[src/rtl/sata_oob_hostctl.sv]
// Host-side SATA OOB link-initialisation sequencer: COMRESET/COMWAKE scheduling, detection
// monitoring, per-phase timeouts with bounded retries, and transmit-source selection.
module sata_oob_hostctl #(
  parameter int unsigned INIT_TIMEOUT  = 8192,
  parameter int unsigned WAKE_TIMEOUT  = 2048,
  parameter int unsigned ALIGN_TIMEOUT = 4096,
  parameter int unsigned ALIGN_HOLD    = 16,
  parameter int unsigned MAX_RETRIES   = 4
) (
  input  logic       i_clk,
  input  logic       i_reset_n,
  input  logic       i_start,
  output logic       o_com_valid,
  output logic       o_com_wake,
  input  logic       i_com_ready,
  input  logic       i_com_done,
  input  logic       i_cominit_det,
  input  logic       i_comwake_det,
  input  logic       i_align_det,
  output logic [1:0] o_txsel,
  output logic       o_link_up,
  output logic       o_fail,
  output logic [3:0] o_retries
);

  localparam int unsigned MaxIw = (INIT_TIMEOUT > WAKE_TIMEOUT) ? INIT_TIMEOUT : WAKE_TIMEOUT;
  localparam int unsigned MaxIwa = (MaxIw > ALIGN_TIMEOUT) ? MaxIw : ALIGN_TIMEOUT;
  localparam int unsigned MaxTo = (MaxIwa > ALIGN_HOLD) ? MaxIwa : ALIGN_HOLD;
  localparam int unsigned CntW = $clog2(MaxTo) + 1;

  localparam logic [CntW-1:0] InitLast  = CntW'(INIT_TIMEOUT - 1);
  localparam logic [CntW-1:0] WakeLast  = CntW'(WAKE_TIMEOUT - 1);
  localparam logic [CntW-1:0] AlignLast = CntW'(ALIGN_TIMEOUT - 1);
  localparam logic [CntW-1:0] HoldLast  = CntW'(ALIGN_HOLD - 1);
  localparam logic [3:0]      RetryMax  = 4'(MAX_RETRIES);

  typedef enum logic [3:0] {
    StIdle, StSendReset, StResetBusy, StWaitInit, StWaitInitClr, StSendWake, StWakeBusy,
    StWaitWake, StWaitWakeClr, StWaitAlign, StSendAlign, StLinkUp, StRetry, StFail
  } state_e;

  state_e          state_q, state_d;
  logic [CntW-1:0] cnt_q, cnt_d;
  logic [3:0]      retries_q, retries_d;
  logic            com_valid_q, com_valid_d;
  logic            com_wake_q, com_wake_d;
  logic [1:0]      txsel_q, txsel_d;
  logic            link_up_q, link_up_d;
  logic            fail_q, fail_d;
  logic            accept;

  assign accept = com_valid_q && i_com_ready;

  always_comb begin
    state_d   = state_q;
    retries_d = retries_q;
    case (state_q)
      StIdle: begin
        if (i_start) begin
          state_d   = StSendReset;
          retries_d = '0;
        end
      end
      StSendReset:   if (accept) state_d = StResetBusy;
      StResetBusy:   if (i_com_done) state_d = StWaitInit;
      StWaitInit: begin
        if (i_cominit_det)         state_d = StWaitInitClr;
        else if (cnt_q == InitLast) state_d = StRetry;
      end
      StWaitInitClr: if (!i_cominit_det) state_d = StSendWake;
      StSendWake:    if (accept) state_d = StWakeBusy;
      StWakeBusy:    if (i_com_done) state_d = StWaitWake;
      StWaitWake: begin
        if (i_comwake_det)          state_d = StWaitWakeClr;
        else if (cnt_q == WakeLast) state_d = StRetry;
      end
      StWaitWakeClr: if (!i_comwake_det) state_d = StWaitAlign;
      StWaitAlign: begin
        if (i_align_det)             state_d = StSendAlign;
        else if (cnt_q == AlignLast) state_d = StRetry;
      end
      StSendAlign:   if (cnt_q == HoldLast) state_d = StLinkUp;
      StLinkUp:      state_d = StLinkUp;
      StRetry: begin
        retries_d = retries_q + 4'd1;
        state_d   = (retries_q + 4'd1 == RetryMax) ? StFail : StSendReset;
      end
      StFail: begin
        if (i_start) begin
          state_d   = StSendReset;
          retries_d = '0;
        end
      end
      default: state_d = StIdle;
    endcase

    // A device-initiated COMINIT after the handshake began restarts from the COMWAKE stage.
    if (i_cominit_det && (state_q inside {StWaitWake, StWaitWakeClr, StWaitAlign, StSendAlign,
                                          StLinkUp})) begin
      state_d = StWaitInitClr;
    end

    cnt_d = (state_d != state_q) ? '0 : cnt_q + CntW'(1);

    // Outputs are decoded from the next state so the registered copy matches the new state.
    com_valid_d = (state_d == StSendReset) || (state_d == StSendWake);
    com_wake_d  = (state_d == StSendWake);
    link_up_d   = (state_d == StLinkUp);
    fail_d      = (state_d == StFail);
    case (state_d)
      StWaitAlign: txsel_d = 2'd1;
      StSendAlign: txsel_d = 2'd2;
      StLinkUp:    txsel_d = 2'd3;
      default:     txsel_d = 2'd0;
    endcase
  end

  always_ff @(posedge i_clk or negedge i_reset_n) begin
    if (!i_reset_n) begin
      state_q     <= StIdle;
      cnt_q       <= '0;
      retries_q   <= '0;
      com_valid_q <= 1'b0;
      com_wake_q  <= 1'b0;
      txsel_q     <= 2'd0;
      link_up_q   <= 1'b0;
      fail_q      <= 1'b0;
    end else begin
      state_q     <= state_d;
      cnt_q       <= cnt_d;
      retries_q   <= retries_d;
      com_valid_q <= com_valid_d;
      com_wake_q  <= com_wake_d;
      txsel_q     <= txsel_d;
      link_up_q   <= link_up_d;
      fail_q      <= fail_d;
    end
  end

  assign o_com_valid = com_valid_q;
  assign o_com_wake  = com_wake_q;
  assign o_txsel     = txsel_q;
  assign o_link_up   = link_up_q;
  assign o_fail      = fail_q;
  assign o_retries   = retries_q;

endmodule

[config.mk]
export PLATFORM = sky130hd
export DESIGN_NAME = sata_oob_hostctl
export DESIGN_NICKNAME = d
export VERILOG_FILES = /design/src/rtl/sata_oob_hostctl.sv
export SDC_FILE = /design/constraint.sdc
export NUM_CORES = 1
export LEC_CHECK = 0
export CORE_UTILIZATION = 50
export DETAILED_ROUTE_END_ITERATION = 10
export PLACE_DENSITY_LB_ADDON = 0.2
export SYNTH_ARGS = -nofsm -noshare
export SYNTH_HDL_FRONTEND = slang
export SYNTH_SLANG_ARGS = --single-unit
[constraint.sdc]
create_clock -name i_clk -period 5.1 [get_ports i_clk]
set_clock_uncertainty 0.1 [all_clocks]
set_input_delay 0.765 -clock i_clk [delete_from_list [all_inputs] [get_ports i_clk]]
set_output_delay 0.765 -clock i_clk [all_outputs]
set_load 0.03 [all_outputs]
==> out/summary.txt <==
Iter 0 DRT Violations: 69
total power: 0.839 mW
vias in the first global route: 1,340
required time of the worst setup path: 5260 ps
CP Capture Type: flip-flop
DP Cell Count: 229
worst hold path startpoint: cnt_q[0]
post-cts sizing count: 0
synth unique cells: 52
DP HPWL: 2570 µm
Synthesized Nets: 186
critical path arrival: 3000 ps
global route total overflow: 0
Vias: 1,397
fin. max-slew vios: 0
diode count: 0
Total GRT Usage: 22.9%
Mapped Area: 0.00171 mm²
global-route wire length before repair: 6330 µm
Final Hold Vio Count: 0
chip width: 60.5 µm
CTS Root Buffer Type: clkbuf_4
setup TNS: 0 ps
min cycle time layout: 2840 ps
Final nets: 201
vias per cell: 6.00
Slew @ Worst Pin: 960 ps
clock sink count: 28
largest net degree at the start of global routing: 29
Worst Hold Path Cells: 1
leakage power: 0.814 nW
I/O Buffers: 17
Pwr Density: 429 mW/mm²
Async S/R FF share, synth: 100%
# setup viols final: 0
Post-Place Worst Slack: 1960 ps
# Post-CTS Setup Buffers: 0
later-pin clock latency in the skew report: 330 ps
H-Tree Depth: 1
CTS hold repair buffers: 0
Wirelength per Cell: 15.7 µm
area of the multi-input gates: 945 µm²
Reg clk slew, reported paths: 160 ps
Rows: 20
RSZ-0062 raised after global routing: no
non-filler instance count after layout: 233
flops & latches, synth: 28
post-synthesis sequential area ratio: 40.9%
most common cell after layout, fill and taps aside: dfrtp_1
r2r startpoint: state_q[0]
Util after Layout: 62.1%
Antenna Nets Post-Route: 0
most frequent cells in the layout: dfrtp_1, clkdlybuf4s50_1, nand2_1, nor2_1, a21oi_2
Synth Instances: 175
First-pass DRT Iterations: 4
WL final: 3660 µm
fin crit share: 55.7%
Setup CP Type: reg -> reg
Area Growth Syn to Fin: 14.3%
GP Congestion: 0.843
initial core utilization: 54.3%
Synth Flop Type: dfrtp_1
number of synthesized flops with an enable pin: 0
Die Y-Extent: 60.5 µm
DRC violations left: 0
Startpoint Class: flip-flop
fraction of layout cells with a size suffix above 1: 14.3%
final-layout fill cell count: 291
core area: 0.00315 mm²
CP Max Fanout: 20
Worst Hold Class: reg -> reg
status: finished clean
Max Root-Sink Buffers: 2
initial antenna violation count: 0
peak supply drop: 250 µV
slew margin rel.: 36.0%
synth warn: 0
CTS tree: done
Hold Path Sink: cnt_q[0]
FF-to-FF setup slack: 2260 ps
cts bufs inserted: 3
register area: 701 µm²
# IOs: 18
Max Freq: 0.352 GHz
PnR worst setup slack: 2260 ps
Mapped Avg Cell Area: 9.78 µm²
Reg2Reg Depth: 6
FF-to-FF End: cnt_q[13]
DIE AREA: 0.00366 mm²
MaxCap Viol Count: 0
## per-layer routing
| metal | wire (µm) | vias to the layer above | global-route usage, % |
|---|---|---|---|
| met1 | 1760 | 682 | 32.6 |
| met3 | 129 | 4 | 2.35 |
| met4 | 43 | 0 | 8.44 |
| li1 | - | 674 | - |
| met2 | 1730 | 37 | 36.4 |
| met5 | 0 | - | 0 |
## critical path, cell delays in order, from the launching register on
cell and delay [ps]:
dfrtp_1 640, and4bb_2 470, nand3_1 150, o21ai_0 360, o21ai_0 210, a211o_1 590, a21oi_1 230
## area by class of cell
class | instances | share of cell area (%)
Clock buffer | 3 | 1.15
Clock inverter | 1 | 1.53
Inverter | 7 | 1.34
Multi-Input combinational cell | 132 | 48.3
Sequential cell | 28 | 35.8
Tap cell | 44 | 2.81
Timing Repair Buffer | 18 | 9.08
## stage by stage
step / instance area [µm²] / hold slack [ps]
finish: 1960 / 401
floorplan: 1710 / 342
CTS: 1960 / 404
global placement: 1900 / 359
global route: 1960 / 422
detailed placement: 1900 / 383
## state kept, by name, summed over array words and instances (netlist names)
signal,flops
cnt_q,14
o_retries,4
state_q,4
o_txsel,2
o_com_valid,1
o_com_wake,1
o_fail,1
o_link_up,1
## kinds of logic (layout without fill, tap and decap cells)
kind of cell | after synthesis | after routing | synth area share (%)
AOI/OAI and AO/OA | 45 | 45 | 20.7
xor gates and xnor gates | 14 | 14 | 7.16
adders and majority gates | 3 | 3 | 2.19
buffers and inverters | 15 | 29 | 3.87
DFF | 28 | 28 | 40.9
muxes | 1 | 1 | 0.658
and+or+nand+nor | 69 | 69 | 24.5
## how the worst max path moves through the flow
stage,startpoint,end,slack [ps],cells after the start
floorplan,o_retries[0],cnt_q[10],2840,8
global placement,i_cominit_det,cnt_q[0],2080,7
detailed placement,i_cominit_det,cnt_q[13],1960,7
CTS,state_q[0],cnt_q[13],2280,6
global route,state_q[3],cnt_q[13],2050,6
finish,state_q[0],cnt_q[13],2260,6
## synth_stat cells, drive strengths merged (3+ instances only)
cell	instances	share of area (%)
ha	3	2.2
clkbuf	4	0.88
a22o	3	1.5
nand4	6	3.8
nor2b	3	1.1
and4	3	1.6
xnor2	6	3.1
dfrtp	28	41
nor4	3	1.1
nor2	10	2.2
inv	7	1.5
nand3	7	2.0
o21ai	8	2.3
nor3	7	2.0
a21oi	15	6.6
a21o	3	1.3
buf	4	1.5
nand2	14	3.1
xor2	8	4.1
a32oi	3	2.0
## where the power goes
group	internal [mW]	switching, mW	leakage, nW
registers	0.257	0.0789	0.381
clock network	0.0795	0.0694	0.0279
logic	0.133	0.221	0.405
(Power assumes the default switching activity.)
